==> src/rtl/mw_sub_clk_pkg.sv <==
// Shared definitions for the streaming multi-word subtractor.
package mw_pkg;
  localparam int unsigned DW  = 32;
  localparam int unsigned MSB = DW - 1;

  typedef enum logic {
    IDLE = 1'b0,
    BUSY = 1'b1
  } state_t;
endpackage

==> src/rtl/mw_sub_clk_if.sv <==
// Operand-in / difference-out stream bundle for mw_sub_clk.
// MWSUB_OVF_EN adds the out_ovf signed-overflow flag.
interface mw_sub_clk_if #(
  parameter int unsigned CNT_W = 8
);
  import mw_pkg::*;

  logic             in_valid;
  logic             in_ready;
  logic             in_first;
  logic             in_last;
  logic [DW-1:0]    in_a;
  logic [DW-1:0]    in_b;
  logic             out_valid;
  logic             out_ready;
  logic [DW-1:0]    out_d;
  logic [CNT_W-1:0] out_idx;
  logic             out_last;
  logic             out_borrow;
  logic             out_zero;
`ifdef MWSUB_OVF_EN
  logic             out_ovf;
`endif

  modport slave (
    input  in_valid, in_first, in_last, in_a, in_b, out_ready,
    output in_ready, out_valid, out_d, out_idx, out_last, out_borrow, out_zero
`ifdef MWSUB_OVF_EN
    , output out_ovf
`endif
  );

  modport master (
    output in_valid, in_first, in_last, in_a, in_b, out_ready,
    input  in_ready, out_valid, out_d, out_idx, out_last, out_borrow, out_zero
`ifdef MWSUB_OVF_EN
    , input out_ovf
`endif
  );
endinterface

==> src/rtl/mw_sub_clk_cla32.sv <==
// 32-bit carry-lookahead adder: 4-bit groups, lookahead carry chain across groups.
module cla32 (
  output logic [31:0] s,
  output logic        co,
  input  logic [31:0] a,
  input  logic [31:0] b,
  input  logic        ci
);
  logic [31:0] w_g;
  logic [31:0] w_p;
  logic [32:0] w_c;
  logic [7:0]  w_gg;
  logic [7:0]  w_pg;
  logic [8:0]  w_cg;

  assign w_g = a & b;
  assign w_p = a ^ b;

  always_comb begin
    w_gg = '0;
    w_pg = '0;
    w_cg = '0;
    w_c  = '0;
    for (int unsigned k = 0; k < 8; k++) begin
      w_gg[k] = w_g[4*k+3]
              | (w_p[4*k+3] & w_g[4*k+2])
              | (w_p[4*k+3] & w_p[4*k+2] & w_g[4*k+1])
              | (w_p[4*k+3] & w_p[4*k+2] & w_p[4*k+1] & w_g[4*k]);
      w_pg[k] = &w_p[4*k +: 4];
    end
    w_cg[0] = ci;
    for (int unsigned k = 0; k < 8; k++) begin
      w_cg[k+1] = w_gg[k] | (w_pg[k] & w_cg[k]);
    end
    // Bit carries inside a group start from that group's lookahead carry-in.
    for (int unsigned k = 0; k < 8; k++) begin
      w_c[4*k] = w_cg[k];
      for (int unsigned j = 0; j < 3; j++) begin
        w_c[4*k+j+1] = w_g[4*k+j] | (w_p[4*k+j] & w_c[4*k+j]);
      end
    end
    w_c[32] = w_cg[8];
  end

  assign s  = w_p ^ w_c[31:0];
  assign co = w_c[32];
endmodule

==> src/rtl/mw_sub_clk.sv <==
// Streaming multi-word unsigned subtractor D = A - B, LSW first, borrow chained in a register.
// Define MWSUB_OVF_EN to add the out_ovf signed-overflow output.
module mw_sub_clk
  import mw_pkg::*;
#(
  parameter int unsigned DW    = mw_pkg::DW,
  parameter int unsigned CNT_W = 8
) (
  input  logic         clk,
  input  logic         rst,
  mw_sub_clk_if.slave  bus
);
  state_t           r_state;
  state_t           w_state_nxt;
  logic             r_valid;
  logic [DW-1:0]    r_d;
  logic [CNT_W-1:0] r_idx;
  logic             r_last;
  logic             r_borrow;
  logic             r_zero;
  logic             w_accept;
  logic             w_first;
  logic             w_cin;
  logic [DW-1:0]    w_s;
  logic             w_co;
`ifdef MWSUB_OVF_EN
  logic             r_ovf;
`endif

  assign bus.in_ready = !r_valid || bus.out_ready;
  assign w_accept     = bus.in_valid && bus.in_ready;
  // Anything accepted outside an operand starts a new one, whatever in_first says.
  assign w_first      = bus.in_first || (r_state == IDLE);
  assign w_cin        = w_first ? 1'b1 : ~r_borrow;

  cla32 u_cla32 (
    .s  (w_s),
    .co (w_co),
    .a  (bus.in_a),
    .b  (~bus.in_b),
    .ci (w_cin)
  );

  always_comb begin
    w_state_nxt = r_state;
    if (w_accept) begin
      w_state_nxt = bus.in_last ? IDLE : BUSY;
    end
  end

  always_ff @(posedge clk) begin
    if (rst) begin
      r_state  <= IDLE;
      r_valid  <= 1'b0;
      r_d      <= '0;
      r_idx    <= '0;
      r_last   <= 1'b0;
      r_borrow <= 1'b0;
      r_zero   <= 1'b0;
    end else begin
      r_state <= w_state_nxt;
      if (w_accept) begin
        r_valid  <= 1'b1;
        r_d      <= w_s;
        r_idx    <= w_first ? '0 : r_idx + 1'b1;
        r_last   <= bus.in_last;
        r_borrow <= ~w_co;
        r_zero   <= (w_s == '0) && (w_first || r_zero);
      end else if (bus.out_ready) begin
        r_valid <= 1'b0;
      end
    end
  end

`ifdef MWSUB_OVF_EN
  always_ff @(posedge clk) begin
    if (rst) begin
      r_ovf <= 1'b0;
    end else if (w_accept) begin
      r_ovf <= bus.in_last && (bus.in_a[MSB] != bus.in_b[MSB]) && (w_s[MSB] != bus.in_a[MSB]);
    end
  end

  assign bus.out_ovf = r_ovf;
`endif

  assign bus.out_valid  = r_valid;
  assign bus.out_d      = r_d;
  assign bus.out_idx    = r_idx;
  assign bus.out_last   = r_last;
  assign bus.out_borrow = r_borrow;
  assign bus.out_zero   = r_zero;
endmodule
==> src/flat_wrapper.sv <==
// flat-port wrapper written by rule: the top's interface ports become plain ports
module mw_sub_clk_flat import mw_pkg::*;
#(
  parameter int unsigned DW    = mw_pkg::DW,
  parameter int unsigned CNT_W = 8
)
  (clk, rst, bus_in_valid, bus_in_first, bus_in_last, bus_in_a, bus_in_b, bus_out_ready, bus_in_ready, bus_out_valid, bus_out_d, bus_out_idx, bus_out_last, bus_out_borrow, bus_out_zero);
  mw_sub_clk_if #(.CNT_W(CNT_W)) bus_i ();
  input  logic clk;
  input  logic rst;
  input wire logic [$bits(bus_i.in_valid)-1:0] bus_in_valid;
  input wire logic [$bits(bus_i.in_first)-1:0] bus_in_first;
  input wire logic [$bits(bus_i.in_last)-1:0] bus_in_last;
  input wire logic [$bits(bus_i.in_a)-1:0] bus_in_a;
  input wire logic [$bits(bus_i.in_b)-1:0] bus_in_b;
  input wire logic [$bits(bus_i.out_ready)-1:0] bus_out_ready;
  output wire logic [$bits(bus_i.in_ready)-1:0] bus_in_ready;
  output wire logic [$bits(bus_i.out_valid)-1:0] bus_out_valid;
  output wire logic [$bits(bus_i.out_d)-1:0] bus_out_d;
  output wire logic [$bits(bus_i.out_idx)-1:0] bus_out_idx;
  output wire logic [$bits(bus_i.out_last)-1:0] bus_out_last;
  output wire logic [$bits(bus_i.out_borrow)-1:0] bus_out_borrow;
  output wire logic [$bits(bus_i.out_zero)-1:0] bus_out_zero;
  assign bus_i.in_valid = bus_in_valid;
  assign bus_i.in_first = bus_in_first;
  assign bus_i.in_last = bus_in_last;
  assign bus_i.in_a = bus_in_a;
  assign bus_i.in_b = bus_in_b;
  assign bus_i.out_ready = bus_out_ready;
  assign bus_in_ready = bus_i.in_ready;
  assign bus_out_valid = bus_i.out_valid;
  assign bus_out_d = bus_i.out_d;
  assign bus_out_idx = bus_i.out_idx;
  assign bus_out_last = bus_i.out_last;
  assign bus_out_borrow = bus_i.out_borrow;
  assign bus_out_zero = bus_i.out_zero;
  mw_sub_clk #(.DW(DW), .CNT_W(CNT_W)) u_core (.clk(clk), .rst(rst), .bus(bus_i));
endmodule
==> config.mk <==
export PLATFORM = sky130hd
export DESIGN_NAME = mw_sub_clk_flat
export DESIGN_NICKNAME = d
export VERILOG_FILES = /design/src/rtl/mw_sub_clk_pkg.sv /design/src/rtl/mw_sub_clk_if.sv /design/src/rtl/mw_sub_clk_cla32.sv /design/src/rtl/mw_sub_clk.sv /design/src/flat_wrapper.sv
export SDC_FILE = /design/constraint.sdc
export NUM_CORES = 1
export LEC_CHECK = 0
export ABC_AREA = 0
export ABC_CLOCK_PERIOD_IN_PS = 9700
export CORE_UTILIZATION = 35
export DETAILED_ROUTE_END_ITERATION = 6
export GPL_TIMING_DRIVEN = 0
export PLACE_DENSITY_LB_ADDON = 0.05
export SLEW_MARGIN = 40
export SYNTH_ARGS = -nofsm -noshare
export SYNTH_HDL_FRONTEND = slang
export SYNTH_HIERARCHICAL = 1
export SYNTH_SLANG_ARGS = --single-unit
==> constraint.sdc <==
create_clock -name clk -period 9.7 [get_ports clk]
set_input_delay 1.455 -clock clk [delete_from_list [all_inputs] [get_ports clk]]
set_output_delay 1.455 -clock clk [all_outputs]
set_load 0.005 [all_outputs]
* Word-level counts from Yosys, hierarchy flattened
Cells that the tools add are included.
Word-level totals: register bits 45, bits in latches 0, bits in writable memories 0, bits in read-only memories 0, output and inout port bits 45, word-level logic and storage cells 164, memories kept 0
Operators by class: add/sub/neg operators 1, multipliers 0, div/mod/pow operators 0, magnitude comparators 0, equal/unequal tests 0, shift-type cells 0, multiplexer cells 5, bitwise operators 135, reductions and logical operators 16
Operators by type and width (count):
- 1-bit bitwise AND | 72
- 32-bit XOR | 2
- 1-bit OR | 56
- 32-bit bitwise AND | 1
- 32-bit zero test | 1
- 32-bit NOT | 1
- 4-bit AND reduction | 8
- 8-bit by 1-bit adder with 8-bit output, second input constant | 1
- 8-bit 2-to-1 mux | 1
- 1-bit 2-to-1 mux | 4
- 1-bit logical OR | 3
- 1-bit NOT | 3
- 1-bit logical AND | 2
- 2-bit nonzero test | 1
- 1-bit zero test | 1

* Logic depth before layout (Yosys ltp)
Gate-level depths: netlist (run 1).
depth after elaboration 28, depth in mapped cells 16, gate-level depth less buffers 16

* Hierarchy
The synthesis (run 1) kept the hierarchy.
Modules (own cells, without submodules):
- mw_sub_clk | instances 1, cells each 245, area an instance 1871.8 um^2
- cla32 | instances 1, cells each 139, area an instance 1396.3 um^2

* Least setup slack after synthesis (run 1)
Ideal clock, no wire load.
kind input to register, start input port bus_in_b[0], end register u_core.r_zero (netlist: u_core/bus.out_zero), library setup time 0.086 ns, arrival time 4.802 ns, setup slack 4.812 ns, stages on the path 16, path buffers 0, cells stage by stage inv_1 -> ha_1 -> a21oi_2 -> nor2_2 -> o31ai_4 -> nand3_2 -> o41ai_2 -> nand2b_1 -> fa_1 -> fa_1 -> fa_1 -> xor2_1 -> nor4_1 -> nand4_1 -> or2_2 -> a211oi_1
RTL lines:
- start, declared | line flat_wrapper.sv:15 | input wire logic [$bits(bus_i.in_b)-1:0] bus_in_b;
- 32-bit NOT * | line mw_sub_clk.sv:40 | .b (~bus.in_b),
- 32-bit XOR / 32-bit bitwise AND (equally long branches) | line mw_sub_clk_cla32.sv:17, mw_sub_clk_cla32.sv:16
- 4-bit AND reduction / 1-bit bitwise AND (equally long branches) | line mw_sub_clk_cla32.sv:29, mw_sub_clk_cla32.sv:28
- 1-bit bitwise AND / 1-bit OR (equally long branches) | line mw_sub_clk_cla32.sv:33, mw_sub_clk_cla32.sv:28
- 1-bit OR * | line mw_sub_clk_cla32.sv:33 | w_cg[k+1] = w_gg[k] | (w_pg[k] & w_cg[k]);
- 1-bit bitwise AND * | line mw_sub_clk_cla32.sv:33
- 1-bit OR * | line mw_sub_clk_cla32.sv:33
- 1-bit bitwise AND * | line mw_sub_clk_cla32.sv:33
- [9 not listed]
- 1-bit bitwise AND * | line mw_sub_clk_cla32.sv:39 | w_c[4*k+j+1] = w_g[4*k+j] | (w_p[4*k+j] & w_c[4*k+j]);
- 1-bit OR * | line mw_sub_clk_cla32.sv:39
- 1-bit bitwise AND * | line mw_sub_clk_cla32.sv:39
- 1-bit OR * | line mw_sub_clk_cla32.sv:39
- 32-bit XOR * | line mw_sub_clk_cla32.sv:45 | assign s = w_p ^ w_c[31:0];
- named net u_core.w_s[27] | line mw_sub_clk.sv:24 | logic [DW-1:0] w_s;
- 32-bit zero test * | line mw_sub_clk.sv:68 | r_zero <= (w_s == '0) && (w_first || r_zero);
- 1-bit logical AND * | line mw_sub_clk.sv:68
- end signal, assigned | line mw_sub_clk.sv:68
- end, declared | line mw_sub_clk.sv:20 | logic r_zero;
Mark *: on every way through the listed nets, which the timed path passes. The rest lies on a longest branch. A chain may end at the register's enable or synchronous reset.

* Worst setup path in the final report (run 1)
Same ends and word-level chain as after synthesis.

==> results of run 1 <==
final cells by class:
class | instances | share of cell area, %
Timing Repair Buffer | 113 | 24.3
Sequential cell | 45 | 19.4
Tap cell | 108 | 2.91
Clock inverter | 2 | 0.835
Clock buffer | 6 | 1.56
Inverter | 51 | 4.12
Multi-Input combinational cell | 274 | 45.1
Buffer | 14 | 1.78
metal layers:
layer / vias to the layer above / track usage, %
met1: 1360 / 21.4
met4: 0 / 4.82
met3: 9 / 4.18
li1: 1499 / -
met2: 82 / 30.6
met5: - / 0
cells in the final DEF (no fill, tap or decap), types with 2 or more instances in the layout:
cell             instances
a21oi_1                 44
ha_1                    33
clkbuf_8                 5
clkbuf_1                 5
a21o_1                   8
and2_1                   2
nand4_1                  9
and4_1                   2
a21oi_2                  3
nor3_1                   3
o21bai_1                 2
a211oi_1                 2
nor2_1                  13
o21ai_0                  3
buf_2                    6
xnor2_1                  4
xor2_1                  10
o21ai_1                  2
a211oi_2                 2
clkdlybuf4s50_1        113
nand2b_1                 3
nand2_1                 76
fa_1                    24
nand3_1                  4
buf_6                    3
inv_1                   51
dfxtp_1                 45
nor4_1                   9
worst max path at each step:
stage,startpoint,endpoint,cells after the start,slack [ps]
after global routing,bus_in_b[0],u_core/bus.out_zero$_SDFFE_PP0P_,17,3700
after global placement,bus_in_b[0],u_core/bus.out_zero$_SDFFE_PP0P_,17,3650
after CTS,bus_in_b[0],u_core/bus.out_zero$_SDFFE_PP0P_,17,3870
after detailed placement,bus_in_b[0],u_core/bus.out_zero$_SDFFE_PP0P_,17,3610
after floorplan,bus_in_b[0],u_core/bus.out_zero$_SDFFE_PP0P_,16,4810
final,bus_in_b[0],u_core/bus.out_zero$_SDFFE_PP0P_,17,3910
registers in the layout, indices dropped and copies added (netlist names):
| name | count |
|---|---|
| u_core/bus.out_borrow | 1 |
| u_core/bus.out_zero | 1 |
| u_core/bus.out_valid | 1 |
| u_core/r_state | 1 |
| u_core/bus.out_idx | 8 |
| u_core/bus.out_last | 1 |
| u_core/bus.out_d | 32 |
worst max-delay path: stages:
cell and delay (ps):
clkdlybuf4s50_1 450, inv_1 50, ha_1 280, a21oi_2 150
nor2_2 70, o31ai_4 220, nand3_2 150, o41ai_2 540
nand2b_1 150, fa_1 420, fa_1 430, fa_1 390
xor2_1 190, nor4_1 360, nand4_1 150, or2_2 310
a211oi_1 220
where the power goes:
group	internal (W)	switching, W
sequential	0.000200	0.00000866
combinational	0.000101	0.0000894
clock	0.0000774	0.0000668
total	0.000379	0.000165
per-stage QoR:
step                cells  hold WS (ps)  total power, W  worst slack (ps)
floorplan             384           450        0.000313              4810
global placement      605           443        0.000403              3650
detailed placement    605           448        0.000405              3610
CTS                   613           461        0.000551              3870
global route          613           479        0.000581              3700
finish                613           456        0.000544              3910
kinds of logic (layout without fill, tap and decap cells):
kind of cell,after synthesis,after routing,synth area share (%)
buf+inv,65,186,8.38
flops,45,45,27.6
simple gates,130,130,18.4
fa+ha+maj,57,57,27.3
xor+xnor,14,14,3.75
compound gates,73,73,14.5
==> metrics.yaml, run 1 <==
synth_cell_types: 43
drive_gt1_share_pct: 6.14
synth_ff_type: "dfxtp_1"
final_util_pct: 52.3
status: "completed"
cts_max_path_buffers: 2
wl_per_cell_um: 13.2
vias_per_cell: 4.81
ys_seq_area_share_pct: 27.6
ys_seq_elements: 45
max-slew-margin-rel_pct: 57.1
setup_viol: 0
die-height_um: 98.6
drv_cap: 0
seqCellArea_um2: 901
min_to: "u_core/bus.out_d[17]$_SDFFE_PP0P_"
n_antenna_cell: 0
synth_common_cells: "nand2_1, inv_1, dfxtp_1, a21oi_1, ha_1"
fin_crit_ps: 5790
synth_area_leaders: "dfxtp_1, fa_1, ha_1"
synth-edff-count: 0
critPathArrivalTime_ps: 6000
r2r-end: "u_core/bus.out_zero$_SDFFE_PP0P_"
via_count: 2950
cts_sinks: 45
synthArstFlopShare_pct: 0
multi_input_area_um2: 2090
top_layer: "met4"
reg2reg_setup_slack_ps: 5270
core.rowCount: 34
crit_path_max_fanout: 3
ios: 115
p_per_area_nw_per_um2: 117
finClkSkew_ps: 5.67
finalHoldViolCount: 0
crit-reg2reg-launch: "u_core/r_state$_SDFFE_PP0P_"
wirelength_um: 8100
hold_depth: 2
grt_max_degree: 15
htreeDepth: 2
drt_pass1_iterations: 6
core_area_um2: 8890
hold_class: "reg -> reg"
clk_pin_slew_worst_paths_ps: 90
finalMaxSlewViolations: 0
fillers: 900
yosys_warnings: 6
path_class: "in -> reg"
yosys.area.top_type: "dfxtp_1"
io_buffers: 113
grt_pass1_vias: 2900
crit_required_ps: 9920
tightestPinTransition_ps: 636
synth_cells: 384
yosysMostFrequentCell: "nand2_1"
die_x_um: 98.6
fin_crit_sh_pct: 59.7
dpl-instance-area_um2: 4530
cts_setup_buffers: 0
holdCritStartpoint: "u_core/bus.out_d[17]$_SDFFE_PP0P_"
cts-root-buf: "clkbuf_8"
cp-start-kind: "primary input"
syn_area_per_cell_um2: 8.51
hpwl_um: 6750
cts_made_buffers: 5
cts_resized: 0
dieArea_um2: 9730
synth_area_um2: 3270
finalInstanceArea_um2: 4650
place_congestion: 0.799
critPathCaptureType: "register"
p_leak_nw: 2.02
drc: 0
initial_utilization_pct: 36.8
grt.overflow.total: 0
rsz0062_at_grt: "no"
rr_worst_depth: 15
clk_latency_ps: 300
syn_nets: 511
grt_use_total_pct: 17.4
yosysTopAreaCellShare_pct: 27.6
cts_hold_buf: 0
area_growth_pct: 42.2
drt_iter0_drc: 53
irDropWorstVdd_mv: 0.0790
ant_nets: 0
drt-met1-wl_um: 3640
cts_tree: "built"
fmax_ghz: 0.173
dr_wl_met3_um: 453
grt_pass1_wl_um: 13500
fin_setup_tns_ps: 0
route.met2.wl_um: 3870
grt_antenna_before_repair: 0
fin_nets: 631
Power figures use the tool's default switching activity.
==> run 2, diff against run 1 <==
--- a/config.mk
+++ b/config.mk
@@ -6,7 +6,7 @@
 export NUM_CORES = 1
 export LEC_CHECK = 0
 export ABC_AREA = 0
-export ABC_CLOCK_PERIOD_IN_PS = 9700
+export ABC_CLOCK_PERIOD_IN_PS = 5160
 export CORE_UTILIZATION = 35
 export DETAILED_ROUTE_END_ITERATION = 6
 export GPL_TIMING_DRIVEN = 0
==> constraint.sdc (replaced) <==
create_clock -name clk -period 5.16 [get_ports clk]
set_input_delay 0.774 -clock clk [delete_from_list [all_inputs] [get_ports clk]]
set_output_delay 0.774 -clock clk [all_outputs]
set_load 0.005 [all_outputs]
==> metrics.yaml, run 2 (synthesis gave the netlist of run 1 again) <==
status: "completed"
cts_max_path_buffers: 2
grt_use_total_pct: 17.4
rr_worst_depth: 15
worstPathCellList: "clkdlybuf4s50_1 > inv_1 > ha_1 > a21oi_2 > nor2_2 > o31ai_4 > nand3_2 > o41ai_4 > nand2b_1 > fa_1 > fa_1 > fa_1 > xor2_1 > nor4_1 > nand4_1 > or2_2 > a211oi_1"
die-height_um: 98.6
grt.overflow.total: 0
grt_max_degree: 15
core.rowCount: 34
ios: 115
cts_setup_buffers: 0
crit_required_ps: 5370
irDropWorstVdd_mv: 0.148
layout_setup_ws_ps: 187
slowest_stage: "clkdlybuf4s50_1"
dpl_worst_slack_ps: -252
drc: 0
cts_sinks: 45
io_buffers: 113
place_congestion: 0.799
vias_per_cell: 4.84
n_antenna_cell: 0
setup_viol: 0
wl_per_cell_um: 13.3
rsz0062_at_grt: "no"
power_w: 0.00102
drt_iter0_drc: 51
critPathArrivalTime_ps: 5190
mostFrequentLayoutCells: "clkdlybuf4s50_1, nand2_1, inv_1, dfxtp_1, a21oi_1"
fin_crit_ps: 4970
clk_latency_ps: 300
cts_made_buffers: 5
max-slew-margin-rel_pct: 69.1
largest_register_ffs: 32
via_count: 2964
max_stage_delay_ps: 450
hold_class: "reg -> reg"
p_leak_nw: 2.02
ant_nets: 0
path_common_cell: "fa_1"
wirelength_um: 8130
tightestPinTransition_ps: 461
cts_hold_buf: 0
core_area_um2: 8890
critPathCaptureType: "register"
hpwl_um: 6750
fin_crit_sh_pct: 96.4
drv_cap: 0
finalHoldViolCount: 0
cts_tree: "built"
p_per_area_nw_per_um2: 220
fillers: 898
grt_antenna_before_repair: 0
cp-start-kind: "primary input"
dieArea_um2: 9730
cts-root-buf: "clkbuf_8"
htreeDepth: 2
fmax_ghz: 0.201
worst_path_dominant_cell_family: "adder cells"
fin_nets: 631
drt_pass1_iterations: 4
finalMaxSlewViolations: 0
finClkSkew_ps: 6.16
cp.depth: 17
grt_pass1_wl_um: 13500
clk_pin_slew_worst_paths_ps: 90
cts_resized: 0
path_buf_inv: 2
hold_depth: 2
crit_path_max_fanout: 3
layout_commonest_cell: "clkdlybuf4s50_1"
die_x_um: 98.6
grt_pass1_vias: 2900
path_class: "in -> reg"
area_growth_pct: 42.5
initial_utilization_pct: 36.8
drive_gt1_share_pct: 6.14
run 2: report_power, final:
part           internal (W)  switching (W)
sequential         0.000376      0.0000163
clock              0.000146       0.000125
combinational      0.000191       0.000170
run 2: worst paths after layout:
| path | startpoint | to | slack [ps] |
|---|---|---|---|
| max | bus_in_b[0] | u_core/bus.out_zero$_SDFFE_PP0P_ | 190 |
| min | u_core/bus.out_d[17]$_SDFFE_PP0P_ | u_core/bus.out_d[17]$_SDFFE_PP0P_ | 460 |
| max reg2reg | u_core/r_state$_SDFFE_PP0P_ | u_core/bus.out_zero$_SDFFE_PP0P_ | 870 |
| min reg2reg | u_core/bus.out_d[17]$_SDFFE_PP0P_ | u_core/bus.out_d[17]$_SDFFE_PP0P_ | 460 |
run 2: area by class of cell:
type	instances	area [um^2]	area share, %
Clock buffer	6	72.6	1.56
Inverter	51	191	4.11
Sequential cell	45	901	19.3
Clock inverter	2	38.8	0.833
Buffer	14	82.6	1.77
Multi-Input combinational cell	274	2100	45.2
Timing Repair Buffer	113	1130	24.3
Tap cell	108	135	2.90
run 2: worst register-to-register path, cell delays in order, from the launching register on:
cell and delay (ps):
dfxtp_1 390, nand3b_1 170, a21oi_2 170, nor2_2 70, o31ai_4 220, nand3_2 170
o41ai_4 420, nand2b_1 130, fa_1 410, fa_1 430, fa_1 390, xor2_1 190
nor4_1 350, nand4_1 150, or2_2 310, a211oi_1 220
run 2: metrics by stage:
step / hold WS [ps] / std cells / instance area [um^2] / TNS [ps] / util (%)
finish: 456 / 613 / 4660 / 0 / 52.4
global placement: 443 / 605 / 4530 / -206 / 51.0
CTS: 461 / 613 / 4650 / 0 / 52.3
detailed placement: 448 / 605 / 4530 / -252 / 51.0
global route: 479 / 613 / 4660 / 0 / 52.4
floorplan: 450 / 384 / 3270 / 0 / -
run 2: layer usage:
metal  GRT usage, %  wire length [um]  up-vias
met5              0                 0        -
met4           4.82                74        0
met3           4.18               477        7
met2           30.6              3950       81
met1           21.4              3630     1376
li1               -                 -     1500
